--- config.mk ---
export PLATFORM = sky130hd
export DESIGN_NAME = mem_port_arbiter
export DESIGN_NICKNAME = d
export VERILOG_FILES = /design/src/rtl/mem_port_arbiter.sv
export SDC_FILE = /design/constraint.sdc
export NUM_CORES = 1
export LEC_CHECK = 0
export CAP_MARGIN = 20
export CORE_MARGIN = 10
export CORE_UTILIZATION = 44
export CTS_CLUSTER_SIZE = 10
export DETAILED_ROUTE_END_ITERATION = 7
export PLACE_DENSITY_LB_ADDON = 0.08
export SYNTH_ARGS = -nofsm -noshare
export SYNTH_HDL_FRONTEND = slang
export SYNTH_SLANG_ARGS = --single-unit
--- constraint.sdc ---
create_clock -name clk -period 5 [get_ports clk]
set_input_delay 1 -clock clk [delete_from_list [all_inputs] [get_ports clk]]
set_output_delay 1 -clock clk [all_outputs]
set_load 0.1 [all_outputs]
--- src/rtl/mem_port_arbiter.sv ---
//------------------------------------------------------------------------------
// mem_port_arbiter : shares one memory port between IF fetch and MEM load/store
// Revision 1.0
//------------------------------------------------------------------------------
`default_nettype none

module mem_port_arbiter #(
    parameter int MAX_D_STREAK = 4,
    parameter int TIMEOUT      = 255
) (
    input  logic        clk,
    input  logic        reset,
    input  logic        if_req,
    input  logic [31:0] if_addr,
    output logic [31:0] if_rdata,
    output logic        if_ready,
    input  logic        d_req,
    input  logic        d_we,
    input  logic [31:0] d_addr,
    input  logic [31:0] d_wdata,
    input  logic [3:0]  d_wstrb,
    output logic [31:0] d_rdata,
    output logic        d_ready,
    output logic        m_req,
    output logic        m_we,
    output logic [31:0] m_addr,
    output logic [31:0] m_wdata,
    output logic [3:0]  m_wstrb,
    input  logic [31:0] m_rdata,
    input  logic        m_ack,
    output logic        stall_if,
    output logic        stall_mem,
    output logic        err
);

    localparam int SW = $clog2(MAX_D_STREAK + 1);
    localparam int TW = $clog2(TIMEOUT + 1);

    localparam logic [1:0] c_IDLE = 2'd0;
    localparam logic [1:0] c_BUSY = 2'd1;
    localparam logic [1:0] c_RESP = 2'd2;

    localparam logic [SW-1:0] c_STREAK_MAX = SW'(MAX_D_STREAK);
    localparam logic [TW-1:0] c_TO_LAST    = TW'(TIMEOUT - 1);
    localparam logic [31:0]   c_NOP        = 32'h0000_0013;

    logic [1:0]    r_state;
    logic          r_gnt_d;
    logic [SW-1:0] r_streak;
    logic [TW-1:0] r_tcnt;
    logic          r_m_req;
    logic          r_m_we;
    logic [31:0]   r_m_addr;
    logic [31:0]   r_m_wdata;
    logic [3:0]    r_m_wstrb;
    logic [31:0]   r_if_rdata;
    logic [31:0]   r_d_rdata;
    logic          r_if_ready;
    logic          r_d_ready;
    logic          r_err;

    logic          w_grant_d;

    // Data normally wins; fetch is forced once the data streak saturates.
    assign w_grant_d = d_req & ((r_streak < c_STREAK_MAX) | ~if_req);

    always_ff @(posedge clk) begin
        if (reset) begin
            r_state    <= c_IDLE;
            r_gnt_d    <= 1'b0;
            r_streak   <= '0;
            r_tcnt     <= '0;
            r_m_req    <= 1'b0;
            r_m_we     <= 1'b0;
            r_m_addr   <= 32'h0;
            r_m_wdata  <= 32'h0;
            r_m_wstrb  <= 4'h0;
            r_if_rdata <= 32'h0;
            r_d_rdata  <= 32'h0;
            r_if_ready <= 1'b0;
            r_d_ready  <= 1'b0;
            r_err      <= 1'b0;
        end else begin
            r_if_ready <= 1'b0;
            r_d_ready  <= 1'b0;
            case (r_state)
                c_IDLE: begin
                    r_tcnt <= '0;
                    if (w_grant_d) begin
                        r_gnt_d   <= 1'b1;
                        r_m_req   <= 1'b1;
                        r_m_we    <= d_we;
                        r_m_addr  <= d_addr;
                        r_m_wdata <= d_wdata;
                        r_m_wstrb <= d_we ? d_wstrb : 4'h0;
                        r_state   <= c_BUSY;
                        if (!if_req)
                            r_streak <= '0;
                        else if (r_streak != c_STREAK_MAX)
                            r_streak <= r_streak + SW'(1);
                    end else if (if_req) begin
                        r_gnt_d   <= 1'b0;
                        r_m_req   <= 1'b1;
                        r_m_we    <= 1'b0;
                        r_m_addr  <= if_addr;
                        r_m_wdata <= 32'h0;
                        r_m_wstrb <= 4'h0;
                        r_streak  <= '0;
                        r_state   <= c_BUSY;
                    end
                end
                c_BUSY: begin
                    // An ack on the expiry cycle takes precedence over the abort.
                    if (m_ack) begin
                        r_m_req <= 1'b0;
                        if (r_gnt_d)
                            r_d_rdata <= m_rdata;
                        else
                            r_if_rdata <= m_rdata;
                        r_d_ready  <= r_gnt_d;
                        r_if_ready <= ~r_gnt_d;
                        r_state    <= c_RESP;
                    end else if (r_tcnt == c_TO_LAST) begin
                        r_m_req <= 1'b0;
                        r_err   <= 1'b1;
                        if (r_gnt_d)
                            r_d_rdata <= 32'h0;
                        else
                            r_if_rdata <= c_NOP;
                        r_d_ready  <= r_gnt_d;
                        r_if_ready <= ~r_gnt_d;
                        r_state    <= c_RESP;
                    end else begin
                        r_tcnt <= r_tcnt + TW'(1);
                    end
                end
                c_RESP: begin
                    r_state <= c_IDLE;
                end
                default: begin
                    r_state <= c_IDLE;
                end
            endcase
        end
    end

    assign m_req     = r_m_req;
    assign m_we      = r_m_we;
    assign m_addr    = r_m_addr;
    assign m_wdata   = r_m_wdata;
    assign m_wstrb   = r_m_wstrb;
    assign if_rdata  = r_if_rdata;
    assign d_rdata   = r_d_rdata;
    assign if_ready  = r_if_ready;
    assign d_ready   = r_d_ready;
    assign err       = r_err;
    assign stall_if  = if_req & ~r_if_ready;
    assign stall_mem = d_req & ~r_d_ready;

endmodule

`default_nettype wire

---- Word level (Yosys, flattened, before mapping) ----
Cells that the tools add are included.
word-level totals
  output and inout port bits .............. 139
  register bits after elaboration ......... 151
cells by class
  bitwise gates (word level) .............. 10
  eq/ne operators ......................... 8
  reductions and logical operators ........ 13
  $add $sub $neg .......................... 2
  muxes and demuxes ....................... 39
  $lt $le $gt $ge ......................... 1
operator list
  cell                                                    number
  two-way mux 32 bit                                      12
  AND reduction 3 bit                                     6
  two-way mux 8 bit                                       2
  case mux 8 bit (2 select lines)                         1
  two-way mux 3 bit                                       4
  two-way mux 4 bit                                       3
  two-way mux 1 bit                                       11
  inequality test 3 bit (second input constant)           3
  adder 8 x 1 -> 8 bit (second input constant)            1
  equality test 8 bit (second input constant)             1
  two-way mux 2 bit                                       4
  NOT 1 bit                                               6
  nonzero test 2 bit                                      3
  inequality test 2 bit (second input constant)           2
  case mux 2 bit (2 select lines)                         1
  AND reduction 2 bit                                     2
  adder 3 x 1 -> 3 bit (second input constant)            1
  AND 1 bit                                               3
  < comparator 3 bit (second input constant)              1
  inequality test 3 x 2 -> 1 bit (second input constant)  1
  equality test 2 x 1 -> 1 bit (second input constant)    1
  logical NOT 2 bit                                       1
  case mux 1 bit (2 select lines)                         1
  OR reduction 2 bit                                      1
  OR 1 bit                                                1

---- Longest topological paths before layout ----
Gate-level depths: netlist of the first run.
  depth after elaboration ................. 5
  gate-level depth with buffers ........... 7
  gate-level depth less buffers ........... 6

---- Least setup slack after synthesis of the first run ----
OpenSTA, ideal clock, no wires.
  kind .................................... input port to output port
  start point ............................. input port if_req
  end point ............................... output port stall_if
  path slack .............................. 1.666 ns
  path buffers ............................ 0
  arrival time ............................ 2.334 ns
  cell stages on the path ................. 1
  cells stage by stage .................... nor2b_1
between the ends
  cells in the longest elaborated chain, start to end .. 1
ends and longest elaborated chain
  what                line  RTL
  start: declaration  13    input logic if_req,
  AND 1 bit           157   assign stall_if = if_req & ~r_if_ready;
  end: declaration    31    output logic stall_if,
Every way passes these cells.

---- Worst setup path in the final report of the first run ----
Same ends and word-level chain as after synthesis.

==> results of run 1 <==
-- Yosys cell counts, types with 2 or more instances --
| cell type | count |
|---|---|
| nand2_1 | 8 |
| a211oi_1 | 35 |
| nor3_1 | 4 |
| a211oi_2 | 29 |
| a32oi_1 | 5 |
| nand2b_1 | 2 |
| clkbuf_1 | 22 |
| o21a_1 | 2 |
| nor4b_1 | 2 |
| ha_1 | 4 |
| buf_6 | 8 |
| a31oi_1 | 4 |
| dfxtp_1 | 151 |
| nor2b_1 | 3 |
| nand3_1 | 6 |
| mux2i_1 | 32 |
| nor2_1 | 83 |
| buf_2 | 25 |
| a21oi_1 | 66 |
| a22o_1 | 32 |
| nor4_1 | 6 |
| a22oi_1 | 33 |
| inv_1 | 6 |
-- sequential cells by signal, summed over array words and instances (netlist names), 2 cells and up --
name      cells
d_rdata      32
if_rdata     32
m_addr       32
m_wdata      32
r_tcnt        8
m_wstrb       4
r_streak      3
r_state       2
-- cell type report --
class | count | area share (%)
Sequential cell | 151 | 32.5
Timing Repair Buffer | 285 | 30.6
Multi-Input combinational cell | 377 | 28.1
Clock buffer | 18 | 4.73
Tap cell | 176 | 2.37
Clock inverter | 13 | 1.41
Inverter | 6 | 0.242
-- power by group --
group	total, mW	switching [mW]	leakage, nW	internal [mW]
clock	1.23	0.489	0.281	0.741
sequential	1.31	0.0375	1.23	1.27
combinational	0.983	0.697	1.88	0.286
-- metal layers --
metal	vias up	share of wire, %	GRT usage, %
met4	0	1.2	5.62
met1	2551	39	21.1
met3	16	9.7	9.23
li1	2675	-	-
met2	188	50	33.3
met5	-	0	0
-- worst max-delay path by stage --
stage	start	to	slack (ns)	cells past startpoint
finish	if_req	stall_if	1.84	3
global route	if_req	stall_if	1.78	3
CTS	if_req	stall_if	1.84	3
detailed placement	m_ack	if_rdata[5]	1.73	4
global placement	m_ack	if_rdata[15]	1.81	4
floorplan	if_req	stall_if	1.67	1
-- cells by family after synthesis --
family | count (synthesis)
buffers and inverters | 63
AND/OR/NAND/NOR | 127
multiplexers | 33
flip-flops | 151
AO/OA/AOI/OAI | 213
adder cells (fa/ha/maj) | 4
-- critical path: cells and delay by family --
| kind | cells | cell delay (ns) |
|---|---|---|
| buffers and inverters | 2 | 0.98 |
| and+or+nand+nor | 1 | 0.18 |
-- placed cells by master (no fill, tap or decap), types with 3 or more instances in the layout --
master           Yosys  layout
dfxtp_1            151     151
buf_4                1      10
clkbuf_16            0      17
nand3_1              6       6
ha_1                 4       4
clkdlybuf4s50_1      0     273
nor3_1               4       4
a21oi_1             66      66
a211oi_1            35      35
nand2_1              8       8
nor2_1              83      83
clkinv_2             0       6
a22o_1              32      32
nor4_1               6       6
a32oi_1              5       5
inv_1                6       6
a22oi_1             33      33
nor2b_1              3       3
a31oi_1              4       3
a211oi_2            29      29
mux2i_1             32      32
==> flow_summary.toml, run 1 <==
[logic_synthesis]
synth_enable_flop_cells = 0
synth.area.top_cells = "dfxtp_1 (51%), a211oi_2 (6.1%), a21oi_1 (5.6%)"
syn_area_per_cell_um2 = 10.1
synth_top_area_share_pct = 50.8
synthSimpleGateAreaFrac_pct = 9.95
syn_nets = 733
ys.flop_type = "dfxtp_1"
ys_ff_latch = 151
synth_compound_area_share_pct = 27.2
netlist_area_um2 = 5950
synthDistinctLibCells = 46
async_reset_ff_share_pct = 0
synth_xor_area_share_pct = 0
muxShareOfSynthArea_pct = 5.58
synth_top_cell_by_area = "dfxtp_1"
syn_inst = 591
synthAdderAreaFrac_pct = 0.842
seq_area_frac_synth_pct = 50.8
yosys_warnings = 0
synth_top_family_by_area = "compound AO/OA/AOI/OAI gates"

[routing]
drt_iter0_markers = 285
firstDrtPassIters = 4
totalWireLength_um = 18900
drc = 0
vias = 5430
ant_nets = 0
drt-wirelength-per-cell_um = 18.4
via_per_inst = 5.29

[clocking]
cts_root_buffer = "clkbuf_16"
clk_latency_ns = 0.41
cts.sinks = 151
clkSlewWorstSetupHoldPaths_ns = 0.06
hold_buffers = 0
htreeDepth = 4
postCtsSetupBuffers = 0
clockBufferDepth = 2
postCtsResizedCells = 0
cts_tree = "yes"
cts_made_buffers = 17

[global_routing]
grt_pass1_vias = 5537
antenna_found_initial = 0
grt_max_degree = 79
grt_usage_pct = 19.5
grt_pass1_wl_um = 28900
overflow = 0

[cells_and_area]
final_area_um2 = 9290
fin_nets = 980
final_layout_size_suffix_gt1_share_pct = 9.41
final_util_pct = 70.2
syn2layout_area_growth_pct = 56.3
seq_area_um2 = 3020
multi_input_area_um2 = 2620
antenna_cells = 0
instances_no_fill = 1026
n_fill_cell = 1004

[sta]
holdWs_ns = 0.474
fmax_mhz = 316
slew_headroom_pct = 31.0
setup_viol = 0
skew_ns = 0.00562
rsz0062_at_grt = "false"
tightest_slew_ns = 1.03
setup_tns_ns = 0
period_needed_ns = 3.16
hold_violations = 0
finalCritPeriodShare_pct = 63.2
fin_ws_ns = 1.84
finalMaxSlewViolations = 0

[worst_setup_path]
rr_worst_depth = 5
reg2reg_setup_slack_ns = 2.28
cp.arrival_ns = 2.16
critical_path_class = "in -> out"
slowest_stage = "clkdlybuf4s50_1"
worstPathRequired_ns = 4.00
r2r-end = "if_rdata[19]"
slowest_delay_ns = 0.68
worstPathCellList = "clkdlybuf4s50_1 > nor2b_1 > buf_4"
worst_setup_path_end_kind = "output port"
path_max_fanout = 7
start_kind = "input port"
reg2reg_from = "r_tcnt[1]"

[placement]
placed_cells = 994
io_buffers = 276
place_ws_ns = 1.73
gp_congestion = 0.807
hpwlAfterDp_um = 14100
dpl_cell_area_um2 = 8700

[floorplan]
die_w_um = 136
die_h_um = 136
ios = 277
rows = 42
placeableCoreArea_um2 = 13200
dieArea_um2 = 18600
start_util_pct = 44.9

[worst_hold_path]
holdPathEnd = "d_rdata[13]"
hp-class = "reg -> reg"
min_from = "d_rdata[13]"
min_delay_path_depth = 1

[power]
cellPowerDensity_nw_per_um2 = 379
finalPower_mw = 3.52
leakage_nw = 3.40
irDropWorstVdd_mv = 0.237

[job]
timing.max_cap.violations = 0

[status]
status = "finished, final reports clean"
No activity file was read; power rests on OpenSTA's default activity.
==> run 2: changes to the inputs <==
--- a/config.mk
+++ b/config.mk
@@ -7,7 +7,7 @@
 export LEC_CHECK = 0
 export CAP_MARGIN = 20
 export CORE_MARGIN = 10
-export CORE_UTILIZATION = 44
+export CORE_UTILIZATION = 41
 export CTS_CLUSTER_SIZE = 10
 export DETAILED_ROUTE_END_ITERATION = 7
 export PLACE_DENSITY_LB_ADDON = 0.08
==> constraint.sdc (replaced) <==
create_clock -name clk -period 2.96 [get_ports clk]
set_input_delay 0.592 -clock clk [delete_from_list [all_inputs] [get_ports clk]]
set_output_delay 0.592 -clock clk [all_outputs]
set_load 0.1 [all_outputs]
==> run 2 against run 1 <==
Clock power increased by 97%; die area is 6.2% higher; clock-buffer cell count is 4 higher; setup slack got worse by 1.2 ns; cell count grew 0.68%; first-iteration DRC count is 12% lower; wire length is 0.88% higher; combinational power up 66%; sequential power rose by 69%; global-route usage shrank 1.2 points.
==> flow_summary.toml, run 2 (synthesis results as in run 1) <==
[sta]
finalMaxSlewViolations = 0
setup_tns_ns = 0
slew_headroom_pct = 39.8
hold_violations = 0
fmax_mhz = 426
tightest_slew_ns = 0.904
period_needed_ns = 2.35
skew_ns = 0.00779
rsz0062_at_grt = "false"
setup_viol = 0
finalCritPeriodShare_pct = 79.3

[cells_and_area]
antenna_cells = 0
final_cell_mix = "dfxtp_1 (151), buf_4 (148), clkdlybuf4s50_1 (136)"
syn2layout_area_growth_pct = 53.6
final_util_pct = 65.0
instances_no_fill = 1033
n_fill_cell = 1143
fin_nets = 984
final_common_cell = "dfxtp_1"
final_layout_size_suffix_gt1_share_pct = 25.4

[clocking]
clkSlewWorstSetupHoldPaths_ns = 0.05
cts_made_buffers = 17
hold_buffers = 0
cts.sinks = 151
cts_root_buffer = "clkbuf_16"
htreeDepth = 4
clk_latency_ns = 0.42
clockBufferDepth = 2
postCtsSetupBuffers = 0
postCtsResizedCells = 0
cts_tree = "yes"

[power]
irDropWorstVdd_mv = 0.371
comb_power_share_pct = 26.0
cellPowerDensity_nw_per_um2 = 686
p_sw_mw = 2.04
p_seq_share_pct = 35.4
clock_power_share_pct = 38.6
intPower_mw = 4.22
swShare_pct = 32.6
leakage_nw = 3.72
finalPower_mw = 6.27

[floorplan]
ios = 277
start_util_pct = 42.3
placeableCoreArea_um2 = 14000
rows = 43
die_w_um = 140
dieArea_um2 = 19700
die_h_um = 140

[worst_hold_path]
min_delay_path_depth = 2
hp-class = "reg -> reg"

[worst_setup_path]
rr_worst_depth = 6
cp.arrival_ns = 1.76
path_max_fanout = 7
start_kind = "input port"
endpoint = "stall_if"
cp-startpoint = "if_req"
r2r-end = "d_rdata[15]"
critical_path_class = "in -> out"
worstPathRequired_ns = 2.37
reg2reg_from = "r_tcnt[0]"
reg2reg_setup_slack_ns = 0.78
worst_setup_path_end_kind = "output port"

[placement]
hpwlAfterDp_um = 14200
io_buffers = 276
placed_cells = 1003
gp_congestion = 0.824

[job]
timing.max_cap.violations = 0

[routing]
met2_length_um = 9470
drt-wirelength-per-cell_um = 18.5
met3_length_um = 2000
ant_nets = 0
totalWireLength_um = 19100
via_per_inst = 5.31
highest_layer = "met4"
drc = 0
vias = 5484
met1Wirelength_um = 7260
firstDrtPassIters = 4
drt_iter0_markers = 251

[global_routing]
overflow = 0
grt_pass1_vias = 5570
grt_pass1_wl_um = 29700
grt_max_degree = 74
grt_usage_pct = 18.4
antenna_found_initial = 0

[status]
status = "finished, final reports clean"
-- run 2: worst min-delay path by stage --
| stage | from | endpoint | slack, ns |
|---|---|---|---|
| CTS | d_rdata[23] | d_rdata[23] | 0.48 |
| global route | d_rdata[14] | d_rdata[14] | 0.48 |
| detailed placement | d_rdata[5] | d_rdata[5] | 0.46 |
| global placement | d_rdata[16] | d_rdata[16] | 0.46 |
| floorplan | r_streak[0] | r_streak[0] | 0.45 |
| finish | err | err | 0.47 |
-- run 2: layout make-up --
class / instances / area, um^2 / share of cell area, %
Multi-Input combinational cell: 377 / 2620 / 28.7
Inverter: 6 / 22.5 / 0.247
Timing Repair Buffer: 289 / 2580 / 28.2
Tap cell: 180 / 225 / 2.47
Clock inverter: 8 / 195 / 2.14
Clock buffer: 22 / 464 / 5.08
Sequential cell: 151 / 3020 / 33.1
-- run 2: power groups by stage --
stage / Combinational [mW] / Sequential (mW) / Clock (mW)
floorplan: 0.394 / 3.03 / 0
global placement: 1.62 / 2.25 / 0
detailed placement: 1.64 / 2.26 / 0
CTS: 1.64 / 2.22 / 2.47
global route: 1.70 / 2.23 / 2.56
finish: 1.63 / 2.22 / 2.42
-- run 2: layer usage --
metal  GRT usage [%]  up-vias
met3            8.35       26
met5               0        -
li1                -     2682
met2            30.4      192
met1            20.3     2584
met4            6.41        0
-- run 2: metrics by stage --
stage	hold slack, ns	setup slack (ns)	area, um^2
after floorplan	0.449	0.254	5950
after global placement	0.459	0.387	8450
after detailed placement	0.456	0.434	8470
after CTS	0.476	0.611	9130
after global routing	0.484	0.571	9130
final	0.470	0.612	9130
-- run 2: worst max-delay path, stage by stage --
cell and delay, ns:
clkdlybuf4s50_1 0.68, nor2b_1 0.27, buf_12 0.21
==> run 3: changes to the inputs <==
--- a/config.mk
+++ b/config.mk
@@ -7,7 +7,7 @@
 export LEC_CHECK = 0
 export CAP_MARGIN = 20
 export CORE_MARGIN = 10
-export CORE_UTILIZATION = 41
+export CORE_UTILIZATION = 37
 export CTS_CLUSTER_SIZE = 10
 export DETAILED_ROUTE_END_ITERATION = 7
 export PLACE_DENSITY_LB_ADDON = 0.08
==> constraint.sdc (replaced) <==
create_clock -name clk -period 2.1 [get_ports clk]
set_input_delay 0.42 -clock clk [delete_from_list [all_inputs] [get_ports clk]]
set_output_delay 0.42 -clock clk [all_outputs]
set_load 0.1 [all_outputs]
==> run 3 against run 2 <==
Setup slack lost 0.44 ns; core utilization down 6.5 points; cell count grew 4.7%; non-clock buffer count is 11 higher; via count is 0.89% lower; clock skew grew 0.00068 ns; die area is 9.2% higher; largest cell class unchanged.
==> flow_summary.toml, run 3 (synthesis results as in run 1) <==
[worst_hold_path]
hp-class = "in -> reg"
min_from = "reset"

[cells_and_area]
final_cell_mix = "buf_4 (155), dfxtp_1 (151), clkdlybuf4s50_1 (136)"
fin_nets = 995
final_area_um2 = 9270
final_common_cell = "buf_4"
final_layout_size_suffix_gt1_share_pct = 27.0
antenna_cells = 0
syn2layout_area_growth_pct = 55.9

[routing]
drc = 0
totalWireLength_um = 19100
vias = 5435
ant_nets = 0
drt-wirelength-per-cell_um = 17.6
drt_iter0_markers = 281
via_per_inst = 5.02
firstDrtPassIters = 4

[worst_setup_path]
cp.arrival_ns = 2.21
endpoint = "if_rdata[30]"
reg2reg_from = "r_tcnt[0]"
cp-startpoint = "r_tcnt[0]"
critical_path_class = "reg -> reg"
worst_setup_path_end_kind = "flip-flop"
path_max_fanout = 9
worstPathRequired_ns = 2.38
r2r-end = "if_rdata[30]"
reg2reg_setup_slack_ns = 0.17
rr_worst_depth = 7
start_kind = "flip-flop"

[clocking]
clkSlewWorstSetupHoldPaths_ns = 0.06
postCtsResizedCells = 0
htreeDepth = 4
cts.sinks = 151
clockBufferDepth = 2
hold_buffers = 0
cts_made_buffers = 17
postCtsSetupBuffers = 0
cts_tree = "yes"
cts_root_buffer = "clkbuf_16"
clk_latency_ns = 0.42

[global_routing]
grt_pass1_wl_um = 30000
antenna_found_initial = 0
overflow = 0
grt_usage_pct = 17.1
grt_max_degree = 80
grt_pass1_vias = 5541

[job]
timing.max_cap.violations = 0

[floorplan]
placeableCoreArea_um2 = 15800
ios = 277
start_util_pct = 37.6
dieArea_um2 = 21500
rows = 46
die_w_um = 147
die_h_um = 147

[sta]
setup_tns_ns = 0
setup_viol = 0
fmax_mhz = 519
skew_ns = 0.00847
slew_headroom_pct = 59.8
tightest_slew_ns = 0.600
hold_violations = 0
finalCritPeriodShare_pct = 91.7
period_needed_ns = 1.93
finalMaxSlewViolations = 0
rsz0062_at_grt = "false"

[placement]
gp_congestion = 0.838
hpwlAfterDp_um = 14300
io_buffers = 276
dpl_cell_area_um2 = 8640

[power]
leakage_nw = 3.77
cellPowerDensity_nw_per_um2 = 937
irDropWorstVdd_mv = 0.627

[status]
status = "finished, final reports clean"
run 3: changes by cell type in the layout (fill, tap and decap cells not counted), sizes merged:
cell,delta
bufinv,-2
clkinv,+3
clkbuf,-2
buf,+11
inv,+1
clkinvlp,+2
run 3: where the power goes:
part | internal, mW | switching (mW) | leakage, nW
Sequential | 3.03 | 0.0973 | 1.23
Clock | 2.05 | 1.18 | 0.298
Combinational | 0.675 | 1.66 | 2.24
run 3: worst min-delay path by stage:
| stage | slack [ns] | cells past startpoint | to |
|---|---|---|---|
| after global placement | 0.46 | 1 | d_rdata[6] |
| after CTS | 0.34 | 2 | r_state[1] |
| after detailed placement | 0.46 | 1 | d_rdata[18] |
| after global routing | 0.37 | 2 | r_state[0] |
| after floorplan | 0.45 | 2 | r_streak[0] |
| final | 0.36 | 2 | r_state[1] |
run 3: critical path, cell delays in order, from the launching register on:
cell,delay [ns]
dfxtp_1,0.36
inv_1,0.08
ha_1,0.15
nand3_1,0.11
o21bai_1,0.46
and2_2,0.31
buf_4,0.23
a211oi_2,0.09
run 3: layout make-up:
cell class	instances	area, um^2
fill	1333	6560
sequential	151	3020
timing repair buffer	300	2710
multi-input combinational	377	2620
clock buffer	20	457
tap	216	270
clock inverter	12	174
inverter	6	22.5
run 3: per-layer routing:
layer  global-route usage [%]  routed length [um]
met2                     28.0                9180
met5                        0                   0
met1                     20.0                8020
met3                     7.13                1670
met4                     5.46                 208
run 3: metrics by stage:
step	setup slack [ns]	total power [mW]	hold WS [ns]	cells	util, %
floorplan	0.0884	4.82	0.449	591	-
global placement	0.146	5.50	0.457	1050	54.6
detailed placement	0.115	5.53	0.460	1050	54.6
CTS	0.166	8.79	0.339	1082	58.6
global route	0.0388	9.04	0.365	1082	58.6
finish	0.173	8.69	0.360	1082	58.6
